## src/rtl/prog_loader.sv

```systemverilog
// prog_loader -- serial program loader.
//
// Assembles a stream of received bytes into 16-bit instruction words
// (high byte first) and writes each word to program memory at consecutive
// addresses starting from 0. Loading ends when an HLT word (opcode 5'b00000)
// has been written, after which the CPU is released. Running past the top of
// program memory aborts the session with an error instead of wrapping.
//
// Optional feature (macro PROG_LOADER_CKSUM_EN): after the HLT word one more
// byte is expected, which must equal the XOR of every data byte of the
// session; a mismatch ends the session in error.
//
// Ports:
//   i_clk       clock, rising edge
//   i_rst       asynchronous active-high reset
//   i_start     one-cycle pulse, starts (or restarts) a load session
//   i_rx_valid  one-cycle strobe qualifying i_rx_data
//   i_rx_data   received byte
//   o_mem_we    program-memory write enable, one pulse per word
//   o_mem_addr  program-memory write address
//   o_mem_data  instruction word being written
//   o_count     number of words written in this session
//   o_done      session completed successfully (level)
//   o_cpu_en    CPU release, identical to o_done
//   o_err       session failed (level)

module prog_loader #(
  parameter int ADDR_W = 11,
  parameter int INST_W = 16
) (
  input  logic              i_clk,
  input  logic              i_rst,
  input  logic              i_start,
  input  logic              i_rx_valid,
  input  logic [7:0]        i_rx_data,
  output logic              o_mem_we,
  output logic [ADDR_W-1:0] o_mem_addr,
  output logic [INST_W-1:0] o_mem_data,
  output logic [ADDR_W:0]   o_count,
  output logic              o_done,
  output logic              o_cpu_en,
  output logic              o_err
);

  typedef enum logic [2:0] {
    IDLE,
    LOAD_HI,
    LOAD_LO,
    WRITE,
    DONE,
    ERR
`ifdef PROG_LOADER_CKSUM_EN
    , CKSUM
`endif
  } state_t;

  state_t state, state_next;

  logic [ADDR_W-1:0] addr;
  logic [ADDR_W:0]   count;
  logic [7:0]        hi_byte;
  logic              hold_valid;
  logic [7:0]        hold_data;

  logic              restart;
  logic              byte_avail;
  logic [7:0]        byte_val;
  logic              is_hlt;
  logic              addr_full;

`ifdef PROG_LOADER_CKSUM_EN
  logic [7:0]        cksum;
`endif

  // A byte captured while the word was being written takes precedence over
  // the live receiver, so bytes are consumed strictly in arrival order.
  assign byte_avail = hold_valid | i_rx_valid;
  assign byte_val   = hold_valid ? hold_data : i_rx_data;

  // The write cycle is atomic; a start pulse landing in it is dropped.
  assign restart    = i_start && (state != WRITE);

  assign is_hlt     = (o_mem_data[INST_W-1:INST_W-5] == 5'b00000);
  assign addr_full  = &addr;

  // State register
  always_ff @(posedge i_clk or posedge i_rst) begin
    if (i_rst) begin
      state <= IDLE;
    end else begin
      state <= state_next;
    end
  end

  // Next-state logic
  always_comb begin
    state_next = state;
    case (state)
      IDLE, DONE, ERR: begin
        if (i_start) state_next = LOAD_HI;
      end
      LOAD_HI: begin
        if (i_start)         state_next = LOAD_HI;
        else if (byte_avail) state_next = LOAD_LO;
      end
      LOAD_LO: begin
        if (i_start)         state_next = LOAD_HI;
        else if (byte_avail) state_next = WRITE;
      end
      WRITE: begin
        if (is_hlt) begin
`ifdef PROG_LOADER_CKSUM_EN
          state_next = CKSUM;
`else
          state_next = DONE;
`endif
        end else if (addr_full) begin
          state_next = ERR;
        end else begin
          state_next = LOAD_HI;
        end
      end
`ifdef PROG_LOADER_CKSUM_EN
      CKSUM: begin
        if (i_start)         state_next = LOAD_HI;
        else if (byte_avail) state_next = (byte_val == cksum) ? DONE : ERR;
      end
`endif
      default: state_next = IDLE;
    endcase
  end

  // Datapath: address/count, word assembly, holding register, checksum.
  // o_mem_addr/o_mem_data are loaded when the low byte arrives so they are
  // valid throughout the write cycle and keep their value afterwards.
  always_ff @(posedge i_clk or posedge i_rst) begin
    if (i_rst) begin
      addr       <= '0;
      count      <= '0;
      hi_byte    <= '0;
      hold_valid <= 1'b0;
      hold_data  <= '0;
      o_mem_addr <= '0;
      o_mem_data <= '0;
`ifdef PROG_LOADER_CKSUM_EN
      cksum      <= '0;
`endif
    end else if (restart) begin
      addr       <= '0;
      count      <= '0;
      hi_byte    <= '0;
      hold_valid <= 1'b0;
      hold_data  <= '0;
`ifdef PROG_LOADER_CKSUM_EN
      cksum      <= '0;
`endif
    end else begin
      case (state)
        LOAD_HI, LOAD_LO: begin
          if (byte_avail) begin
            if (state == LOAD_HI) begin
              hi_byte <= byte_val;
            end else begin
              o_mem_addr <= addr;
              o_mem_data <= {hi_byte, byte_val};
            end
`ifdef PROG_LOADER_CKSUM_EN
            cksum <= cksum ^ byte_val;
`endif
            // Held byte consumed; a simultaneous live byte takes its place.
            hold_valid <= hold_valid & i_rx_valid;
            if (hold_valid && i_rx_valid) hold_data <= i_rx_data;
          end
        end
        WRITE: begin
          addr  <= addr + ADDR_W'(1);
          count <= count + (ADDR_W+1)'(1);
          if (i_rx_valid) begin
            hold_valid <= 1'b1;
            hold_data  <= i_rx_data;
          end
        end
`ifdef PROG_LOADER_CKSUM_EN
        CKSUM: begin
          if (byte_avail) begin
            hold_valid <= hold_valid & i_rx_valid;
            if (hold_valid && i_rx_valid) hold_data <= i_rx_data;
          end
        end
`endif
        default: ;
      endcase
    end
  end

  assign o_mem_we = (state == WRITE);
  assign o_count  = count;
  assign o_done   = (state == DONE);
  assign o_cpu_en = o_done;
  assign o_err    = (state == ERR);

endmodule

```

## config.mk

```make
export PLATFORM = sky130hd
export DESIGN_NAME = prog_loader
export DESIGN_NICKNAME = d
export VERILOG_FILES = /design/src/rtl/prog_loader.sv
export SDC_FILE = /design/constraint.sdc
export NUM_CORES = 1
export LEC_CHECK = 0
export ABC_AREA = 1
export BUFFER_PORTS_ARGS = -buffer_cell sky130_fd_sc_hd__buf_2
export CAP_MARGIN = 25
export CORE_UTILIZATION = 55
export DETAILED_ROUTE_END_ITERATION = 10
export PLACE_DENSITY = 0.78
export REMOVE_ABC_BUFFERS = 1
export SLEW_MARGIN = 20
export SYNTH_ARGS = -nofsm -noshare
export SYNTH_HDL_FRONTEND = slang
export SYNTH_SLANG_ARGS = --single-unit
```

## constraint.sdc

```tcl
create_clock -name i_clk -period 5.9 [get_ports i_clk]
set_input_delay 0.59 -clock i_clk [delete_from_list [all_inputs] [get_ports i_clk]]
set_output_delay 0.59 -clock i_clk [all_outputs]
set_load 0.01 [all_outputs]
```

==> flow_summary.json, run 1 <==
{
  "grt_pass1_vias": 2652,
  "antenna_left": 0,
  "drive_above_1_share_pct": 17.65,
  "via_count": 2858,
  "drc": 0,
  "synth.top_cell.area_share_pct": 52.67,
  "fmax_ghz": 0.4483,
  "grt_overflow_total": 0,
  "synth_largest_area_cell": "dfrtp_1",
  "initial_core_util_pct": 58.60,
  "crit_arrival_ps": 2470,
  "grt_pass1_wl_um": 11810,
  "dieArea_sq_um": 6362,
  "synthDistinctLibCells": 27,
  "crit_required_ps": 6140,
  "setup_viol": 0,
  "fin_area_sq_um": 3802,
  "viasPerCell": 5.215,
  "nets": 485,
  "die_h_um": 79.76,
  "end_kind": "flop",
  "cp_top_family": "simple AND/OR/NAND/NOR gates",
  "skew_ps": 6.666,
  "fin_ws_ps": 3670,
  "maxCapViolCount": 0,
  "ctsHoldBuffers": 0,
  "timing.final.crit_period_ps": 2230,
  "ys_seq_area_share_pct": 52.67,
  "finalHoldViolCount": 0,
  "coreArea_sq_um": 5675,
  "gp_congestion": 0.7682,
  "wl_um": 6954,
  "wl_per_cell_um": 12.69,
  "drt_pre_antenna_iters": 4,
  "leakage_uw": 0.002049,
  "slew_headroom_pct": 42.83,
  "path_buf_inv": 1,
  "post_cts_buffers": 0,
  "rows": 27,
  "clock-root-buffer": "clkbuf_8",
  "r2r_slack_ps": 3670,
  "utilization_pct": 67.00,
  "worst_slew_pin_slew_ps": 857.6,
  "dpl_worst_slack_ps": 3611,
  "finalCritPeriodShare_pct": 37.80,
  "synth_seq_cells": 70,
  "port-buffer-count": 54,
  "ir_worst_vdd_uv": 201.7,
  "status": "finished, final reports clean",
  "cts_resized": 0,
  "syn-cell-area_sq_um": 3326,
  "layoutNonFillerInstCount": 548,
  "num_antenna_cells": 0,
  "synth.avg_cell_area_sq_um": 7.900,
  "path_cells": "nor2_1, nor2_1, nand2_2, inv_1, nand2_1, nand2_1",
  "hpwl_um": 4693,
  "global_route.usage.total_pct": 24.26,
  "dpl_cell_area_sq_um": 3603,
  "clkTransAtPathRegs_ps": 80,
  "ioPinCount": 55,
  "p_per_area_nw_per_um2": 398.2,
  "syn-instance-count": 421,
  "grt_start_max_net_pins": 71,
  "worstSetupPathType": "flop to flop",
  "clkSinkCount": 70,
  "fin_setup_tns_ps": 0,
  "critPathSlowestCell": "dfrtp_1",
  "cts_max_level": 3,
  "drtIter0Drc": 186,
  "grt_antenna_before_repair": 0,
  "startpoint_type": "flop",
  "synthTopCellsByArea": "dfrtp_1, nand2_1, o21ai_0, nand3_1, inv_1",
  "clock_path_buffers": 2,
  "synthToLayoutAreaGrowth_pct": 14.33,
  "path_max_fanout": 42,
  "die_x_um": 79.76,
  "place_inst": 532,
  "slew_viol_final": 0,
  "slowest_delay_ps": 560,
  "insertion_delay_ps": 340,
  "grt_setup_unrepaired": "no",
  "cts_tree": "built",
  "min_path_type": "flop to flop",
  "synth_warnings": 0,
  "cts_made_buffers": 9
}
final timing paths:
| path | start | endpoint | cells past startpoint |
|---|---|---|---|
| hold / removal | o_mem_addr[3]$_DFFE_PP0P_ | o_mem_addr[3]$_DFFE_PP0P_ | 2 |
| hold reg to reg | o_mem_addr[3]$_DFFE_PP0P_ | o_mem_addr[3]$_DFFE_PP0P_ | 2 |
| max in group asynchronous | i_rst | addr[8]$_DFFE_PP0P_ | 3 |
| setup / recovery | hold_valid$_DFFE_PP0P_ | o_mem_data[4]$_DFFE_PP0P_ | 6 |
| min in group asynchronous | i_rst | o_mem_addr[3]$_DFFE_PP0P_ | 3 |
| setup reg to reg | hold_valid$_DFFE_PP0P_ | o_mem_data[4]$_DFFE_PP0P_ | 6 |
final cells by class:
type | instances | area [sq um]
clock buffer | 10 | 137.6
clock inverter | 6 | 61.31
fill | 504 | 1873
inverter | 52 | 195.2
multi-input combinational | 283 | 1289
timing repair buffer | 55 | 277.8
sequential | 70 | 1752
tap | 72 | 90.09
metal layers:
| metal | up-vias | GRT usage, % | share of wire [%] |
|---|---|---|---|
| met5 | - | 0 | 0 |
| met4 | 0 | 11.07 | 1.4 |
| met3 | 8 | 3.771 | 4.5 |
| met2 | 65 | 38.63 | 46 |
| met1 | 1352 | 32.70 | 48 |
| li1 | 1433 | - | - |
cells by family after synthesis:
logic type                 count (synthesis)  synth area share (%)
adders and majority gates                  2                0.7523
buffers and inverters                     68                 8.578
and+or+nand+nor                          222                 28.86
AOI/OAI and AO/OA                         59                 9.142
DFF                                       70                 52.67
sequential cells by signal (all words and copies together), names as in the netlist:
| register | flops |
|---|---|
| o_count | 12 |
| hi_byte | 8 |
| o_mem_data | 16 |
| hold_valid | 1 |
| state | 3 |
| hold_data | 8 |
| addr | 11 |
| o_mem_addr | 11 |
per-stage QoR:
| step | hold slack [ps] | total power (uW) |
|---|---|---|
| final | 475.4 | 1514 |
| after global routing | 511.1 | 1622 |
| after CTS | 480.7 | 1527 |
| after detailed placement | 461.1 | 1137 |
| after global placement | 460.0 | 1114 |
| after floorplan | 448.9 | 975.8 |
synth_stat cells:
| cell type | instances |
|---|---|
| buf_2 | 12 |
| nand2_2 | 2 |
| ha_1 | 2 |
| nand2_1 | 134 |
| nand3_4 | 1 |
| o21ai_2 | 1 |
| buf_6 | 1 |
| nand2_4 | 1 |
| o21ai_1 | 2 |
| nand4_1 | 6 |
| o21a_1 | 1 |
| nand3b_1 | 1 |
| nand3_1 | 37 |
| dfrtp_1 | 70 |
| nand4_2 | 1 |
| clkbuf_1 | 1 |
| o21ai_0 | 48 |
| inv_2 | 3 |
| o22ai_1 | 1 |
| nor2_1 | 30 |
| inv_1 | 49 |
| buf_4 | 2 |
| nand3_2 | 2 |
| nor3_2 | 1 |
| nor3_1 | 6 |
| a31oi_1 | 1 |
| a21oi_1 | 5 |
placed cells by master (no fill, tap or decap), types with 3 or more instances in the layout:
cell type / n
inv_1: 48
buf_2: 54
nor3_1: 6
o21ai_0: 48
clkinv_2: 3
nand3_1: 37
inv_2: 4
nand2_1: 134
clkbuf_8: 10
dfrtp_1: 70
nand4_1: 6
a21oi_1: 5
nor2_1: 30
power breakdown:
group	leakage, uW	total [uW]	internal, uW	switching, uW
logic	0.00101	457	150	306
clock network	0.000102	387	205	182
registers	0.000941	671	595	75.8
total	0.00205	1510	950	564
worst reg2reg max path, stage by stage (launching register included):
cell     delay (ps)
dfrtp_1         560
nor2_1          340
nor2_1           90
nand2_2         510
inv_1           400
nand2_1         150
nand2_1          70
Note: power is estimated with default switching activity, not from simulation.
==> run 2: changes to the inputs <==
Settings changed: CORE_UTILIZATION 55 to 51, PLACE_DENSITY 0.78 to 0.76.
Clock period 5.9 ns to 1.92 ns, I/O delays scaled along.
==> run 2 against run 1 <==
First-iteration DRC count decreased by 24%; clock power rose to 3.2 times the previous value; sequential power rose to 3.0 times the previous value; total power increased to 3.1 times the previous value; largest cell class unchanged; largest power group unchanged.
==> flow_summary.json, run 2 (synthesis results as in run 1) <==
{
  "status": "finished, final reports clean",
  "cts_made_buffers": 9,
  "reg2reg_from": "state[1]$_DFFE_PP0P_",
  "drtIter0Drc": 142,
  "final_common_cell": "nand2_1",
  "layoutNonFillerInstCount": 559,
  "cts_resized": 0,
  "startpoint_type": "flop",
  "hpwl_um": 5021,
  "die_x_um": 82.75,
  "path_max_fanout": 19,
  "antenna_left": 0,
  "slew_viol_final": 0,
  "grt_start_max_net_pins": 45,
  "ctsHoldBuffers": 1,
  "fillers": 592,
  "insertion_delay_ps": 350,
  "cp_top_family": "simple AND/OR/NAND/NOR gates",
  "drt_pre_antenna_iters": 4,
  "crit_required_ps": 2210,
  "maxCapViolCount": 0,
  "finalHoldWorstSlack_ps": 194.7,
  "slowest_delay_ps": 510,
  "port-buffer-count": 54,
  "rows": 29,
  "dieArea_sq_um": 6848,
  "wl_um": 7166,
  "slew_headroom_pct": 60.65,
  "nets": 491,
  "clock-root-buffer": "clkbuf_8",
  "r2r_cells": 6,
  "path_buf_inv": 0,
  "critPathSlowestCell": "dfrtp_1",
  "worst_slew_pin_slew_ps": 590.2,
  "min_path_type": "input port to flop",
  "fin_area_sq_um": 3879,
  "dpl_worst_slack_ps": 312.6,
  "initial_core_util_pct": 52.68,
  "finalHoldViolCount": 0,
  "multi_input_area_sq_um": 1289,
  "end_kind": "flop",
  "worstSetupPathType": "flop to flop",
  "grt_overflow_total": 0,
  "fin_ws_ps": 256.0,
  "largest_register_ffs": 16,
  "global_route.usage.total_pct": 23.38,
  "crit_arrival_ps": 1950,
  "coreArea_sq_um": 6314,
  "cts_max_level": 3,
  "r2r_slack_ps": 260,
  "finalCritPeriodShare_pct": 86.67,
  "grt_pass1_wl_um": 11760,
  "clkSinkCount": 70,
  "via_count": 2921,
  "seqCellArea_sq_um": 1752,
  "cp-endpoint": "hold_data[2]$_DFFE_PP0P_",
  "final_cell_mix": "nand2_1, dfrtp_1, buf_2",
  "gp_congestion": 0.8481,
  "clkTransAtPathRegs_ps": 80,
  "viasPerCell": 5.225,
  "skew_ps": 8.021,
  "grt_antenna_before_repair": 0,
  "wl_per_cell_um": 12.82,
  "clock_path_buffers": 2,
  "fmax_ghz": 0.6010,
  "ir_worst_vdd_uv": 758.1,
  "drive_above_1_share_pct": 18.46,
  "timing.final.crit_period_ps": 1664,
  "drc": 0,
  "regMostFlops": "o_mem_data",
  "cp_num_cells": 6,
  "p_per_area_nw_per_um2": 1217,
  "grt_setup_unrepaired": "no",
  "place_inst": 542,
  "timing.rr.end": "hold_data[2]$_DFFE_PP0P_",
  "path_cells": "nand3_4, nand2_4, nand3_2, nand3_2, nand2_1, nand2_1",
  "grt_pass1_vias": 2604,
  "post_cts_buffers": 0,
  "leakage_uw": 0.002089,
  "die_h_um": 82.75,
  "num_antenna_cells": 0,
  "ioPinCount": 55,
  "setup_viol": 0,
  "crit_start": "state[1]$_DFFE_PP0P_",
  "synthToLayoutAreaGrowth_pct": 16.63,
  "cts_tree": "built",
  "dpl_cell_area_sq_um": 3660
}
-- run 2: cell count changes in the layout (fill, tap and decap cells not counted), sizes merged --
cell and change:
dlygate4sd3 +1, buf +5, clkbuf +1, clkinvlp -1
-- run 2: worst reg2reg max path, cell delays in order, from the launching register on --
cell and delay, ps:
dfrtp_1 510, nand3_4 200, nand2_4 240, nand3_2 260, nand3_2 230, nand2_1 90
nand2_1 80
-- run 2: report_power, final --
group	internal (uW)	leakage (uW)	switching [uW]
Clock	670	0.000109	559
Sequential	1830	0.000941	210
Combinational	485	0.00104	966
Total	2980	0.00209	1730
-- run 2: worst min-delay path by stage --
stage               depth (start not counted)         start                    endpoint
detailed placement                          2         i_rst  o_mem_data[15]$_DFFE_PP0P_
finish                                      5  i_rx_data[5]    hold_data[5]$_DFFE_PP0P_
global placement                            2         i_rst  o_mem_data[15]$_DFFE_PP0P_
CTS                                         5  i_rx_data[4]    hold_data[4]$_DFFE_PP0P_
floorplan                                   3       i_start        state[1]$_DFFE_PP0P_
global route                                5  i_rx_data[4]    hold_data[4]$_DFFE_PP0P_
-- run 2: routing by layer --
layer,global-route usage (%),part of all wire (%),vias to the layer above,routed length [um]
li1,-,-,1447,-
met1,30.45,46,1381,3271
met2,36.80,47,79,3391
met3,6.484,5.1,14,367
met4,9.310,1.9,0,136
met5,0,0,-,0
-- run 2: final cells by class --
| class | instances | share of cell area [%] |
|---|---|---|
| Sequential cell | 70 | 45.16 |
| Multi-Input combinational cell | 283 | 33.23 |
| Timing Repair Buffer | 61 | 8.710 |
| Inverter | 52 | 5.032 |
| Clock buffer | 11 | 3.903 |
| Tap cell | 77 | 2.484 |
| Clock inverter | 5 | 1.484 |
-- run 2: through the flow --
stage / TNS [ps] / utilization (%) / power [uW]
6_report: 0 / 61.43 / 4719
5_1_grt: 0 / 61.43 / 5062
3_5_place_dp: 0 / 57.97 / 3501
2_1_floorplan: -2815 / - / 2998
3_3_place_gp: 0 / 57.97 / 3439
4_1_cts: 0 / 61.43 / 4746
